### src/rtl/eth_helper_pkg.sv
// Shared types and constants for the Ethernet helper outbound stream path.
package eth_helper_pkg;

    typedef enum logic [0:0] {
        ARB   = 1'b0,
        GRANT = 1'b1
    } arb_state_t;

    localparam int N_CH  = 5;
    localparam int CH_AW = 0;
    localparam int CH_W  = 1;
    localparam int CH_B  = 2;
    localparam int CH_AR = 3;
    localparam int CH_R  = 4;

    localparam int SKID_DEPTH = 2;

endpackage

### src/rtl/eth_stream_arbiter_if.sv
// Tap-side request bundle plus the shared outbound AXI-Stream of the arbiter.
interface eth_stream_arbiter_if
    import eth_helper_pkg::*;
#(
    parameter int N_REQ      = N_CH,
    parameter int DATA_WIDTH = 128,
    parameter int IDX_W      = $clog2(N_REQ)
);

    logic [N_REQ-1:0]            req_valid;
    logic [N_REQ-1:0]            req_in_progress;
    logic [N_REQ-1:0]            req_last;
    logic [N_REQ*DATA_WIDTH-1:0] req_data;
    logic [N_REQ-1:0]            req_ready;

    logic [DATA_WIDTH-1:0]       m_axis_tdata;
    logic                        m_axis_tvalid;
    logic                        m_axis_tlast;
    logic [IDX_W-1:0]            m_axis_tdest;
    logic                        m_axis_tready;

    logic                        busy;

    // The arbiter consumes tap requests and sources the outbound stream.
    modport slave (
        input  req_valid, req_in_progress, req_last, req_data, m_axis_tready,
        output req_ready, m_axis_tdata, m_axis_tvalid, m_axis_tlast, m_axis_tdest, busy
    );

    modport master (
        output req_valid, req_in_progress, req_last, req_data, m_axis_tready,
        input  req_ready, m_axis_tdata, m_axis_tvalid, m_axis_tlast, m_axis_tdest, busy
    );

endinterface

### src/rtl/stream_skid_buffer.sv
// Two-entry FIFO that decouples downstream ready from the upstream ready path.
module stream_skid_buffer
    import eth_helper_pkg::*;
#(
    parameter int WIDTH = 8
) (
    input  logic             clk,
    input  logic             resetn,
    input  logic             push_valid,
    output logic             push_ready,
    input  logic [WIDTH-1:0] push_data,
    output logic             pop_valid,
    input  logic             pop_ready,
    output logic [WIDTH-1:0] pop_data
);

    logic [WIDTH-1:0] mem [SKID_DEPTH];
    logic             wr_ptr;
    logic             rd_ptr;
    logic [1:0]       count;
    logic [1:0]       count_next;
    logic             not_full;
    logic             push;
    logic             pop;

    assign push       = push_valid && push_ready;
    assign pop        = pop_valid && pop_ready;
    assign count_next = count + 2'(push) - 2'(pop);

    // push_ready comes from a flop so downstream tready never reaches the taps combinationally.
    assign push_ready = not_full;
    assign pop_valid  = (count != 2'd0);
    assign pop_data   = mem[rd_ptr];

    // NOTE: storage is reset too, so the head (and hence tdata) reads zero out of reset.
    always_ff @(posedge clk or negedge resetn) begin
        if (!resetn) begin
            for (int i = 0; i < SKID_DEPTH; i++) mem[i] <= '0;
            wr_ptr   <= 1'b0;
            rd_ptr   <= 1'b0;
            count    <= 2'd0;
            not_full <= 1'b1;
        end else begin
            if (push) begin
                mem[wr_ptr] <= push_data;
                wr_ptr      <= ~wr_ptr;
            end
            if (pop) rd_ptr <= ~rd_ptr;
            count    <= count_next;
            not_full <= (count_next < 2'(SKID_DEPTH));
        end
    end

endmodule

### src/rtl/eth_stream_arbiter.sv
// Round-robin, frame-locked arbiter sharing one outbound AXI-Stream among the AW/W/B/AR/R taps.
module eth_stream_arbiter
    import eth_helper_pkg::*;
#(
    parameter int N_REQ      = N_CH,
    parameter int DATA_WIDTH = 128,
    parameter int IDX_W      = $clog2(N_REQ)
) (
    input  logic                clk,
    input  logic                resetn,
    eth_stream_arbiter_if.slave bus
);

    localparam logic [0:0] ST_ARB   = ARB;
    localparam logic [0:0] ST_GRANT = GRANT;

    typedef struct packed {
        logic [IDX_W-1:0]      dest;
        logic                  last;
        logic [DATA_WIDTH-1:0] data;
    } beat_t;

    localparam int BEAT_W = $bits(beat_t);

    logic [0:0]            state;
    logic [IDX_W-1:0]      rr_ptr;
    logic [IDX_W-1:0]      grant_idx;
    logic [IDX_W-1:0]      pick_idx;
    logic [IDX_W-1:0]      rr_next;
    logic                  pick_found;
    logic [DATA_WIDTH-1:0] req_slice [N_REQ];
    logic                  g_valid;
    logic                  g_in_progress;
    logic                  g_last;
    logic                  push_valid;
    logic                  push_ready;
    logic                  push_fire;
    logic                  pop_valid;
    beat_t                 push_beat;
    beat_t                 pop_beat;

    always_comb begin
        for (int i = 0; i < N_REQ; i++) begin
            req_slice[i] = bus.req_data[i*DATA_WIDTH +: DATA_WIDTH];
        end
    end

    // First valid requester at or after rr_ptr; the wrap is at N_REQ, not at 2**IDX_W.
    always_comb begin
        int unsigned cand;
        // NOTE: every output of this block gets a default first so no latch is inferred.
        pick_found = 1'b0;
        pick_idx   = '0;
        cand       = 0;
        for (int k = 0; k < N_REQ; k++) begin
            cand = 32'(rr_ptr) + 32'(k);
            if (cand >= N_REQ) cand = cand - N_REQ;
            if (!pick_found && bus.req_valid[cand]) begin
                pick_found = 1'b1;
                pick_idx   = IDX_W'(cand);
            end
        end
    end

    assign g_valid       = bus.req_valid[grant_idx];
    assign g_in_progress = bus.req_in_progress[grant_idx];
    assign g_last        = bus.req_last[grant_idx];
    assign push_valid    = (state == ST_GRANT) && g_valid;
    assign push_fire     = push_valid && push_ready;
    assign rr_next       = (grant_idx == IDX_W'(N_REQ - 1)) ? '0 : grant_idx + IDX_W'(1);

    // Metadata beats (in_progress low) never carry tlast, whatever the tap drives on last.
    assign push_beat = '{dest: grant_idx,
                         last: g_last && g_in_progress,
                         data: req_slice[grant_idx]};

    always_comb begin
        bus.req_ready = '0;
        if (state == ST_GRANT) bus.req_ready[grant_idx] = push_ready;
    end

    // NOTE: all state here is updated with non-blocking assignments.
    always_ff @(posedge clk or negedge resetn) begin
        if (!resetn) begin
            state     <= ST_ARB;
            rr_ptr    <= '0;
            grant_idx <= '0;
        end else begin
            case (state)
                ST_ARB: begin
                    if (pick_found) begin
                        grant_idx <= pick_idx;
                        state     <= ST_GRANT;
                    end
                end
                ST_GRANT: begin
                    // A tap stalled mid-frame keeps the grant; only a tap that withdrew before metadata loses it.
                    if (push_fire && g_last && g_in_progress) begin
                        state  <= ST_ARB;
                        rr_ptr <= rr_next;
                    end else if (!g_valid && !g_in_progress) begin
                        state <= ST_ARB;
                    end
                end
            endcase
        end
    end

    stream_skid_buffer #(
        .WIDTH (BEAT_W)
    ) u_skid (
        .clk        (clk),
        .resetn     (resetn),
        .push_valid (push_valid),
        .push_ready (push_ready),
        .push_data  (push_beat),
        .pop_valid  (pop_valid),
        .pop_ready  (bus.m_axis_tready),
        .pop_data   (pop_beat)
    );

    assign bus.m_axis_tvalid = pop_valid;
    assign bus.m_axis_tdata  = pop_beat.data;
    assign bus.m_axis_tlast  = pop_beat.last;
    assign bus.m_axis_tdest  = pop_beat.dest;
    assign bus.busy          = (state == ST_GRANT) || pop_valid;

endmodule

### src/flat_wrapper.sv
// flat-port wrapper written by rule: the top's interface ports become plain ports
module eth_stream_arbiter_flat import eth_helper_pkg::*;
#(
    parameter int N_REQ      = N_CH,
    parameter int DATA_WIDTH = 128,
    parameter int IDX_W      = $clog2(N_REQ)
)
  (clk, resetn, bus_req_valid, bus_req_in_progress, bus_req_last, bus_req_data, bus_m_axis_tready, bus_req_ready, bus_m_axis_tdata, bus_m_axis_tvalid, bus_m_axis_tlast, bus_m_axis_tdest, bus_busy);
  eth_stream_arbiter_if #(.N_REQ(N_REQ), .DATA_WIDTH(DATA_WIDTH), .IDX_W(IDX_W)) bus_i ();
  input  logic clk;
  input  logic resetn;
  input wire logic [$bits(bus_i.req_valid)-1:0] bus_req_valid;
  input wire logic [$bits(bus_i.req_in_progress)-1:0] bus_req_in_progress;
  input wire logic [$bits(bus_i.req_last)-1:0] bus_req_last;
  input wire logic [$bits(bus_i.req_data)-1:0] bus_req_data;
  input wire logic [$bits(bus_i.m_axis_tready)-1:0] bus_m_axis_tready;
  output wire logic [$bits(bus_i.req_ready)-1:0] bus_req_ready;
  output wire logic [$bits(bus_i.m_axis_tdata)-1:0] bus_m_axis_tdata;
  output wire logic [$bits(bus_i.m_axis_tvalid)-1:0] bus_m_axis_tvalid;
  output wire logic [$bits(bus_i.m_axis_tlast)-1:0] bus_m_axis_tlast;
  output wire logic [$bits(bus_i.m_axis_tdest)-1:0] bus_m_axis_tdest;
  output wire logic [$bits(bus_i.busy)-1:0] bus_busy;
  assign bus_i.req_valid = bus_req_valid;
  assign bus_i.req_in_progress = bus_req_in_progress;
  assign bus_i.req_last = bus_req_last;
  assign bus_i.req_data = bus_req_data;
  assign bus_i.m_axis_tready = bus_m_axis_tready;
  assign bus_req_ready = bus_i.req_ready;
  assign bus_m_axis_tdata = bus_i.m_axis_tdata;
  assign bus_m_axis_tvalid = bus_i.m_axis_tvalid;
  assign bus_m_axis_tlast = bus_i.m_axis_tlast;
  assign bus_m_axis_tdest = bus_i.m_axis_tdest;
  assign bus_busy = bus_i.busy;
  eth_stream_arbiter #(.N_REQ(N_REQ), .DATA_WIDTH(DATA_WIDTH), .IDX_W(IDX_W)) u_core (.clk(clk), .resetn(resetn), .bus(bus_i));
endmodule
### config.mk
export PLATFORM = sky130hd
export DESIGN_NAME = eth_stream_arbiter_flat
export DESIGN_NICKNAME = d
export VERILOG_FILES = /design/src/rtl/eth_helper_pkg.sv /design/src/rtl/eth_stream_arbiter_if.sv /design/src/rtl/stream_skid_buffer.sv /design/src/rtl/eth_stream_arbiter.sv /design/src/flat_wrapper.sv
export SDC_FILE = /design/constraint.sdc
export NUM_CORES = 1
export LEC_CHECK = 0
export BUFFER_PORTS_ARGS = -buffer_cell sky130_fd_sc_hd__buf_4
export CAP_MARGIN = 20
export CORE_AREA = 2 2 310 312
export DETAILED_ROUTE_END_ITERATION = 16
export DIE_AREA = 0 0 312 314
export PLACE_DENSITY = 0.46
export REMOVE_ABC_BUFFERS = 1
export SYNTH_ARGS = -nofsm -noshare
export SYNTH_HDL_FRONTEND = slang
export SYNTH_SLANG_ARGS = --single-unit
### constraint.sdc
create_clock -name clk -period 4.75 [get_ports clk]
set_clock_uncertainty 0.05 [all_clocks]
set_input_delay 0.7125 -clock clk [delete_from_list [all_inputs] [get_ports clk]]
set_output_delay 0.7125 -clock clk [all_outputs]
set_load 0.1 [all_outputs]
==> run_results.csv, run 1 <==
group,metric,value,unit
final_layout,antenna_cells,0,
power_and_ir_drop,irDropWorstVdd,0.414,mV
grt,grt_pass1_vias,15722,
grt,grt_remaining_overflow,0,
timing,finalSetupViolations,0,
synthesis,syn_avg_cell_area,10.9,um^2
hold_path,hold_class,"primary input to async pin",
final_layout,nFillCells,10149,
setup_path,path_max_fanout,12,
grt,antenna_found_initial,2,
cts,clk_pin_slew,0.05,ns
final_layout,drive_gt1_frac,0.517,
synthesis,ys_warn_count,0,
floorplan,die_h,314,um
place,place.gp.congestion,0.797,
synthesis,synth_top_family_by_area,"multiplexers",
cts,cts_setup_buffers,0,
detailed_routing,num_vias,14857,
detailed_routing,vias_per_cell,4.21,
timing,tightest_slew,0.909,ns
detailed_routing,wl,63.0,mm
cts,h-tree-depth,2,
setup_path,reg2reg_slack,0.93,ns
cts,cts_resized,0,
cts,cts_sinks,276,
timing,rsz0062_at_grt,"no",
synthesis,synth.mux.area_fraction,0.284,
cts,clk_latency,0.53,ns
setup_path,critPathKind,"flop to flop",
floorplan,initial_core_util,0.176,
synthesis,synth_xor_area_frac,0.00528,
final_layout,stdcell_count,3526,
timing,fin_crit,3.82,ns
cts,cts_tree,"yes",
setup_path,reg2reg_from,"u_core.rr_ptr[1]$_DFFE_PN0P_",
synthesis,synth_seq_cells,276,
run,cap_viol_max_count,0,
grt,track_usage,0.123,
power_and_ir_drop,p_leak,11.2,nW
synthesis,ys_types,62,
setup_path,worstSetupEndpointType,"flop",
detailed_routing,drt_iter0_drc,667,
place,port_buffers,796,
place,place_inst,3466,
floorplan,pin_count,797,
cts,holdBufCountCts,0,
synthesis,synth.cell_area,16600,um^2
synthesis,synth.top_cell.area_share,0.415,
cts,cts_max_path_buffers,3,
setup_path,crit-reg2reg-capture,"u_core.grant_idx[2]$_DFFE_PN0P_",
setup_path,required,5.11,ns
setup_path,critical_path_arrival,4.18,ns
grt,grt_pass1_wl,94.9,mm
synthesis,synth-edff-count,0,
synthesis,netlist_instances,1515,
setup_path,worst_setup_path_start_kind,"flop",
synthesis,synth_area_leaders,"dfrtp_1 41%, mux4_2 18%, mux2_2 9.3%",
timing,slew_headroom,0.394,
setup_path,reg2reg_depth,9,
detailed_routing,drtAntennaViolNets,0,
cts,cts_inserted_buffers,36,
synthesis,synth-seq-area-share,0.416,
place,hpwlAfterDp,48.7,mm
final_layout,nets,2911,
final_layout,syn_to_final_growth,51.4,%
synthesis,async_flop_share,1.00,
timing,fmaxAchievable,262,MHz
synthesis,netlist.top_cell.by_area,"dfrtp_1",
synthesis,synth_simple_gate_area_frac,0.0822,
power_and_ir_drop,power.density,874,nW/um^2
detailed_routing,wl_per_cell,17.9,um
timing,fin_crit_sh,0.803,
timing,drv_slew,0,
cts,cts-root-buf,"clkbuf_16",
status,status,"finished, final reports clean",
floorplan,rows,113,
power_and_ir_drop,finalPower,22.0,mW
synthesis,yosys_most_used_dff,"dfrtp_1",
grt,grt_start_max_net_pins,131,
timing,fin_tns_setup,0,ns
floorplan,dieArea,98000,um^2
detailed_routing,drcViolationCount,0,
synthesis,synth_compound_area_frac,0.161,
floorplan,coreArea,94400,um^2
timing,hold_violations,0,
floorplan,die_width,312,um
detailed_routing,drt_first_pass_iters,5,
synthesis,synth-adder-area-share,0.0110,
-- flip-flops by register name, summed over array words and instances (netlist names) --
name / count
u_core.u_skid.push_ready: 1
u_core.state: 1
u_core.u_skid.count: 2
u_core.u_skid.mem: 264
u_core.u_skid.rd_ptr: 1
u_core.rr_ptr: 3
u_core.grant_idx: 3
u_core.u_skid.wr_ptr: 1
-- per-stage QoR --
step | hold slack (ns) | cell area [um^2] | util | setup slack, ns
2_1_floorplan | 0.367 | 16000 | - | -13.00
3_5_place_dp | 0.415 | 24000 | 0.254 | 0.932
5_1_grt | 0.210 | 25100 | 0.266 | 0.581
6_report | 0.167 | 25100 | 0.266 | 0.935
3_3_place_gp | 0.405 | 24000 | 0.254 | 0.884
4_1_cts | 0.167 | 25100 | 0.266 | 0.922
-- cells in the final DEF, fill, tap and decap left out, types with 3 or more instances in the layout --
cell type  count
inv_1         12
buf_4        814
a21oi_1      137
nor3_1         6
o22ai_1        3
nor2_1       145
mux2i_1        9
ha_1          13
dfrtp_4        3
o21ai_0      140
clkbuf_16     37
or2_2          4
nor4_1         6
mux4_2       135
a22oi_1      133
nand2b_1       6
o221ai_1       4
dfrtp_1      272
buf_12        14
nor2b_1        3
clkbuf_8       5
a31oi_1        4
mux2_2       137
nand2_1      142
clkbuf_1      13
xnor2_1        8
-- area by class of cell --
| cell class | instances | area (um^2) | share of cell area |
|---|---|---|---|
| multi-input cells | 1082 | 9030 | 0.360 |
| flip-flops and latches | 276 | 6920 | 0.275 |
| repair buffers | 829 | 6410 | 0.255 |
| well taps | 1265 | 1580 | 0.0630 |
| clock buffers | 55 | 1040 | 0.0415 |
| clock inverters | 5 | 77.6 | 0.00309 |
| inverters | 14 | 57.6 | 0.00229 |
-- Yosys cell counts, types with 2 or more instances --
| cell type | number |
|---|---|
| clkbuf_1 | 79 |
| nor2_1 | 146 |
| a31oi_1 | 4 |
| mux4_2 | 135 |
| mux2_4 | 2 |
| a21o_1 | 2 |
| inv_1 | 12 |
| o21ai_0 | 140 |
| o211a_1 | 2 |
| or2_2 | 4 |
| xnor2_1 | 8 |
| a22oi_1 | 133 |
| or3_1 | 2 |
| nor4_1 | 6 |
| mux2_2 | 137 |
| o211ai_1 | 2 |
| nand2_1 | 143 |
| a211oi_1 | 2 |
| xor2_1 | 2 |
| buf_2 | 52 |
| mux2i_1 | 9 |
| nor2b_1 | 3 |
| o31ai_1 | 2 |
| and2_1 | 2 |
| o22ai_1 | 3 |
| nand3_1 | 2 |
| a21oi_1 | 137 |
| o221ai_1 | 4 |
| buf_6 | 2 |
| nor3_1 | 6 |
| ha_1 | 13 |
| buf_1 | 10 |
| dfrtp_1 | 275 |
| nand2b_1 | 6 |
-- worst max-delay path by stage --
stage / startpoint / endpoint / slack, ns
after floorplan: u_core.grant_idx[0]$_DFFE_PN0P_ / u_core.u_skid.mem[260]$_DFFE_PN0P_ / -13.00
after global placement: u_core.rr_ptr[1]$_DFFE_PN0P_ / u_core.grant_idx[2]$_DFFE_PN0P_ / 0.88
after detailed placement: u_core.rr_ptr[1]$_DFFE_PN0P_ / u_core.grant_idx[2]$_DFFE_PN0P_ / 0.93
after CTS: u_core.rr_ptr[1]$_DFFE_PN0P_ / u_core.grant_idx[2]$_DFFE_PN0P_ / 0.92
after global routing: u_core.rr_ptr[1]$_DFFE_PN0P_ / u_core.grant_idx[2]$_DFFE_PN0P_ / 0.58
final: u_core.rr_ptr[1]$_DFFE_PN0P_ / u_core.grant_idx[2]$_DFFE_PN0P_ / 0.93
-- cell families (layout without fill, tap and decap cells) --
| logic type | after synthesis | in the layout |
|---|---|---|
| compound gates | 445 | 445 |
| simple gates | 330 | 330 |
| mux | 283 | 283 |
| flops | 276 | 276 |
| buf+inv | 157 | 903 |
| fa+ha+maj | 14 | 14 |
| xor+xnor | 10 | 10 |
-- metal layers --
layer / vias to the layer above / GRT usage / share of wire / wire, um
li1: 7128 / - / - / -
met5: - / 0 / 0 / 0
met1: 7179 / 0.152 / 0.41 / 25900
met2: 474 / 0.215 / 0.50 / 31700
met4: 0 / 0.0364 / 0.027 / 1700
met3: 76 / 0.0268 / 0.059 / 3690
-- where the power goes --
part	switching [mW]	internal, mW
logic	10.4	4.71
registers	0.698	3.48
clock network	1.04	1.61
-- critical path, cell delays in order (launching register included) --
cell      delay (ns)
dfrtp_1         0.63
inv_1           0.27
ha_1            0.61
clkinv_1        0.36
xnor2_1         0.32
mux2i_1         0.26
a31oi_1         0.16
or4b_4          0.53
o21a_4          0.23
mux2_4          0.29
(Power assumes the default switching activity.)
==> run 2, diff against run 1 <==
- PLACE_DENSITY: 0.46 -> 0.48
- clock period: 4.75 -> 3.5 ns (I/O delays scaled with it)
==> run_results.csv, run 2 (synthesized netlist as in run 1, its figures left out) <==
group,metric,value,unit
grt,top_usage_layer,"met2",
final_layout,largest_reg_flops,264,
timing,drv_slew,0,
final_layout,reg_top3,"u_core.u_skid.mem x264, u_core.grant_idx x3, u_core.rr_ptr x3",
detailed_routing,drcViolationCount,0,
setup_path,path_max_fanout,9,
floorplan,dieArea,98000,um^2
setup_path,required,3.86,ns
place,hpwlAfterDp,48.0,mm
setup_path,worst_setup_path_start_kind,"flop",
cts,cts_sinks,276,
floorplan,rows,113,
setup_path,cp-startpoint,"u_core.rr_ptr[1]$_DFFE_PN0P_",
cts,cts_inserted_buffers,36,
place,dp_slack,0.214,ns
detailed_routing,wl,61.8,mm
setup_path,critical_path_arrival,3.69,ns
grt,antenna_found_initial,3,
grt,grt_start_max_net_pins,131,
timing,fmaxAchievable,301,MHz
setup_path,cpMaxStageDelayCell,"or4b_4",
floorplan,initial_core_util,0.176,
final_layout,syn_to_final_growth,53.7,%
power_and_ir_drop,finalPower,30.2,mW
final_layout,layout_common_cells,"830 x buf_4, 272 x dfrtp_1, 145 x nor2_1",
detailed_routing,drt_iter0_drc,738,
timing,fin_crit_sh,0.950,
final_layout,top_register,"u_core.u_skid.mem",
final_layout,stdcell_count,3556,
detailed_routing,wl_per_cell,17.4,um
cts,cts_max_path_buffers,3,
floorplan,coreArea,94400,um^2
timing,tightest_slew,0.829,ns
cts,cts_tree,"yes",
cts,cts_setup_buffers,0,
power_and_ir_drop,p_leak,11.4,nW
setup_path,reg2reg_slack,0.17,ns
setup_path,crit-reg2reg-capture,"u_core.grant_idx[2]$_DFFE_PN0P_",
place,port_buffers,796,
timing,fin_crit,3.33,ns
setup_path,cp_slowest_stage_delay,0.54,ns
grt,grt_util_met1,0.145,
timing,hold_violations,0,
grt,grt_use_met3,0.0306,
cts,cts-root-buf,"clkbuf_16",
run,cap_viol_max_count,0,
detailed_routing,drtAntennaViolNets,0,
final_layout,antenna_cells,0,
cts,clk_pin_slew,0.06,ns
floorplan,die_h,314,um
cts,h-tree-depth,2,
detailed_routing,num_vias,14976,
timing,slew_headroom,0.447,
final_layout,final_common_cell,"buf_4",
hold_path,hold_class,"primary input to flop",
grt,grt_remaining_overflow,0,
setup_path,critPathKind,"flop to flop",
place,place.gp.congestion,0.785,
setup_path,reg2reg_from,"u_core.rr_ptr[1]$_DFFE_PN0P_",
cts,clk_latency,0.53,ns
grt,met2_usage,0.216,
timing,fin_ws,0.174,ns
place,place_inst,3490,
power_and_ir_drop,irDropWorstVdd,0.614,mV
setup_path,crit_end,"u_core.grant_idx[2]$_DFFE_PN0P_",
grt,grt_pass1_wl,93.9,mm
detailed_routing,vias_per_cell,4.21,
final_layout,drive_gt1_frac,0.526,
status,status,"finished, final reports clean",
setup_path,worstSetupEndpointType,"flop",
grt,track_usage,0.121,
floorplan,pin_count,797,
timing,rsz0062_at_grt,"no",
setup_path,path_cells,"inv_1 -> ha_1 -> ha_1 -> a31oi_1 -> xnor2_1 -> mux2i_1 -> a31oi_1 -> or4b_4 -> o21a_4 -> mux2_4",
setup_path,reg2reg_depth,10,
power_and_ir_drop,power.density,1190,nW/um^2
grt,grt_pass1_vias,15892,
final_layout,nets,2936,
floorplan,die_width,312,um
detailed_routing,drt_first_pass_iters,5,
timing,finalSetupViolations,0,
==> run 2: cell type report <==
| type | count | area [um^2] |
|---|---|---|
| fillers | 10090 | 69000 |
| well taps | 1265 | 1580 |
| flip-flops and latches | 276 | 6920 |
| clock inverters | 16 | 191 |
| clock buffers | 49 | 1010 |
| multi-input cells | 1082 | 9030 |
| repair buffers | 854 | 6700 |
| inverters | 14 | 55.1 |
==> run 2: stage by stage <==
step	hold slack, ns	TNS, ns	instance area [um^2]	util
after floorplan	0.179	-3457.95	16000	-
after global placement	0.406	0	24300	0.257
after detailed placement	0.414	0	24300	0.257
after CTS	0.225	0	25500	0.270
after global routing	0.245	0	25500	0.270
final	0.272	0	25500	0.270
==> run 2: per-layer routing <==
metal	vias to the layer above	routed length, um
met5	-	13
met1	7258	24700
met2	486	31900
li1	7166	-
met4	2	1280
met3	64	4000
==> run 2: timing repair <==
action,in CTS,in global routing
endpoints found under the setup margin,0,1
hold buffers,1,0
endpoints found under the hold margin,14,0
gates resized for setup,0,2
==> run 2: worst min path at each step <==
stage,startpoint,endpoint,slack (ns),cells past startpoint
global placement,u_core.u_skid.mem[100]$_DFFE_PN0P_,u_core.u_skid.mem[100]$_DFFE_PN0P_,0.41,2
finish,bus_req_data[628],u_core.u_skid.mem[116]$_DFFE_PN0P_,0.27,3
CTS,bus_req_data[628],u_core.u_skid.mem[116]$_DFFE_PN0P_,0.23,3
global route,bus_req_data[589],u_core.u_skid.mem[209]$_DFFE_PN0P_,0.24,3
floorplan,resetn,u_core.grant_idx[0]$_DFFE_PN0P_,0.18,0
detailed placement,u_core.u_skid.mem[119]$_DFFE_PN0P_,u_core.u_skid.mem[119]$_DFFE_PN0P_,0.41,2
==> run 2: worst max-delay path: cells and delay by family, from the launching register on <==
kind,cells,cell delay [ns]
and+or+nand+nor,1,0.54
DFF,1,0.37
muxes,2,0.56
xor gates and xnor gates,1,0.19
AOI/OAI and AO/OA,3,0.61
buffers and inverters,1,0.20
adders and majority gates,2,0.68
==> run 2: where the power goes <==
group	internal [mW]	leakage [nW]	switching [mW]
registers	4.72	3.32	0.760
clock network	2.32	0.599	1.45
logic	6.59	7.51	14.4
==> run 3, diff against run 2 <==
- PLACE_DENSITY: 0.48 -> 0.46
- clock period: 3.5 -> 4.11 ns (I/O delays scaled with it)
==> run_results.csv, run 3 (synthesized netlist as in run 1, its figures left out) <==
group,metric,value,unit
timing,fin_tns_setup,0,ns
timing,drv_slew,0,
timing,rsz0062_at_grt,"no",
place,place_inst,3473,
run,cap_viol_max_count,0,
final_layout,stdcell_count,3537,
cts,cts_tree,"yes",
place,port_buffers,796,
timing,slew_headroom,0.359,
final_layout,layout_common_cells,"823 x buf_4, 272 x dfrtp_1, 145 x nor2_1",
cts,clk_pin_slew,0.05,ns
place,place.gp.congestion,0.816,
final_layout,nets,2919,
detailed_routing,drt_first_pass_iters,5,
cts,cts_setup_buffers,0,
grt,antenna_found_initial,2,
setup_path,required,4.47,ns
grt,grt_pass1_vias,15579,
setup_path,path_cells,"ha_1 -> nand2b_1 -> and2_1 -> o311ai_0 -> o31a_1 -> or4b_4 -> o21a_4 -> mux2_4",
detailed_routing,wl_per_cell,17.9,um
floorplan,initial_core_util,0.176,
floorplan,rows,113,
setup_path,cpMaxStageDelayCell,"dfrtp_1",
floorplan,dieArea,98000,um^2
power_and_ir_drop,power.density,1010,nW/um^2
detailed_routing,wl,63.3,mm
final_layout,seqCellArea,6920,um^2
cts,cts_resized,0,
setup_path,reg2reg_from,"u_core.rr_ptr[2]$_DFFE_PN0P_",
final_layout,top_register,"u_core.u_skid.mem",
timing,finalSetupViolations,0,
setup_path,worstSetupEndpointType,"flop",
floorplan,die_h,314,um
grt,grt_remaining_overflow,0,
status,status,"finished, final reports clean",
power_and_ir_drop,switching_share,0.551,
power_and_ir_drop,finalPower,25.6,mW
grt,track_usage,0.124,
timing,fin_crit,3.46,ns
hold_path,hold_class,"primary input to async pin",
final_layout,syn_to_final_growth,52.2,%
power_and_ir_drop,irDropWorstVdd,0.544,mV
final_layout,final_common_cell,"buf_4",
power_and_ir_drop,combPwrFrac,0.685,
setup_path,path_max_fanout,14,
place,hpwlAfterDp,49.3,mm
power_and_ir_drop,power_frac_clock,0.127,
detailed_routing,vias_per_cell,4.23,
setup_path,cp-startpoint,"u_core.rr_ptr[2]$_DFFE_PN0P_",
cts,clk_latency,0.53,ns
cts,cts_max_path_buffers,3,
grt,grt_pass1_wl,95.0,mm
timing,hold_violations,0,
setup_path,cp_slowest_stage_delay,0.63,ns
final_layout,design_area,25200,um^2
detailed_routing,drtAntennaViolNets,0,
power_and_ir_drop,intPower,11.5,mW
floorplan,die_width,312,um
final_layout,reg_top3,"u_core.u_skid.mem x264, u_core.grant_idx x3, u_core.rr_ptr x3",
power_and_ir_drop,p_seq_frac,0.188,
detailed_routing,drt_iter0_drc,609,
grt,grt_start_max_net_pins,136,
setup_path,critical_path_arrival,3.81,ns
setup_path,worst_setup_path_start_kind,"flop",
timing,tightest_slew,0.961,ns
floorplan,pin_count,797,
place,placed_area,24000,um^2
cts,h-tree-depth,2,
cts,holdBufCountCts,0,
final_layout,largest_reg_flops,264,
timing,fin_ws,0.654,ns
timing,fmaxAchievable,289,MHz
power_and_ir_drop,p_leak,11.3,nW
floorplan,coreArea,94400,um^2
detailed_routing,num_vias,14964,
timing,fin_crit_sh,0.841,
detailed_routing,drcViolationCount,0,
place,dp_slack,0.710,ns
cts,cts_sinks,276,
setup_path,critPathKind,"flop to flop",
power_and_ir_drop,p_sw,14.1,mW
final_layout,nFillCells,10137,
final_layout,multi_input_comb_area,9030,um^2
cts,cts-root-buf,"clkbuf_16",
final_layout,drive_gt1_frac,0.522,
cts,cts_inserted_buffers,37,
## run 3: cell count changes in the layout (fill, tap and decap cells not counted), moves of 3 or more
cell and change:
buf_12 -10, clkinv_2 -6, buf_4 -7, clkinvlp_4 +3, clkbuf_8 +5
## run 3: worst paths after layout
check	endpoint	slack (ns)	cells after the start
hold reg to reg	u_core.u_skid.mem[106]$_DFFE_PN0P_	0.42	2
min in group clk	u_core.u_skid.mem[126]$_DFFE_PN0P_	0.36	3
setup reg to reg	u_core.grant_idx[2]$_DFFE_PN0P_	0.65	8
setup / recovery	u_core.grant_idx[2]$_DFFE_PN0P_	0.65	8
hold / removal	u_core.u_skid.mem[132]$_DFFE_PN0P_	0.05	1
max in group asynchronous	u_core.grant_idx[1]$_DFFE_PN0P_	2.99	2
## run 3: layout make-up
| class | count | area share |
|---|---|---|
| clock buffers | 53 | 0.0426 |
| clock inverters | 10 | 0.00540 |
| inverters | 14 | 0.00228 |
| diodes | 1 | 0.0000991 |
| well taps | 1265 | 0.0627 |
| multi-input cells | 1082 | 0.358 |
| repair buffers | 836 | 0.255 |
| flip-flops and latches | 276 | 0.274 |
## run 3: worst max-delay path: cells and delay by family, from the launching register on
kind | cells | cell delay, ns
and+or+nand+nor | 3 | 0.95
DFF | 1 | 0.63
AOI/OAI and AO/OA | 3 | 1.07
muxes | 1 | 0.29
adders and majority gates | 1 | 0.35
## run 3: routing by layer
metal  wire length (um)  part of all wire  up-vias  GRT usage
li1                   -                 -     7125          -
met1              25800              0.41     7248      0.153
met2              31600              0.50      499      0.213
met3               4130             0.065       90     0.0310
met4               1750             0.028        2     0.0358
met5                 12           0.00019        -          0
## run 3: power by group through the flow
stage               clock network (mW)  logic (mW)  registers (mW)
floorplan                            0        13.7            5.11
global placement                     0        17.7            4.84
detailed placement                   0        17.7            4.86
CTS                               3.38        17.8            4.82
global route                      3.48        18.6            4.99
finish                            3.25        17.5            4.79
## run 3: metrics by stage
step | util | hold WS (ns)
2_1_floorplan | - | 0.271
3_3_place_gp | 0.254 | 0.405
3_5_place_dp | 0.254 | 0.414
4_1_cts | 0.267 | 0.0585
5_1_grt | 0.267 | 0.0795
6_report | 0.267 | 0.0478
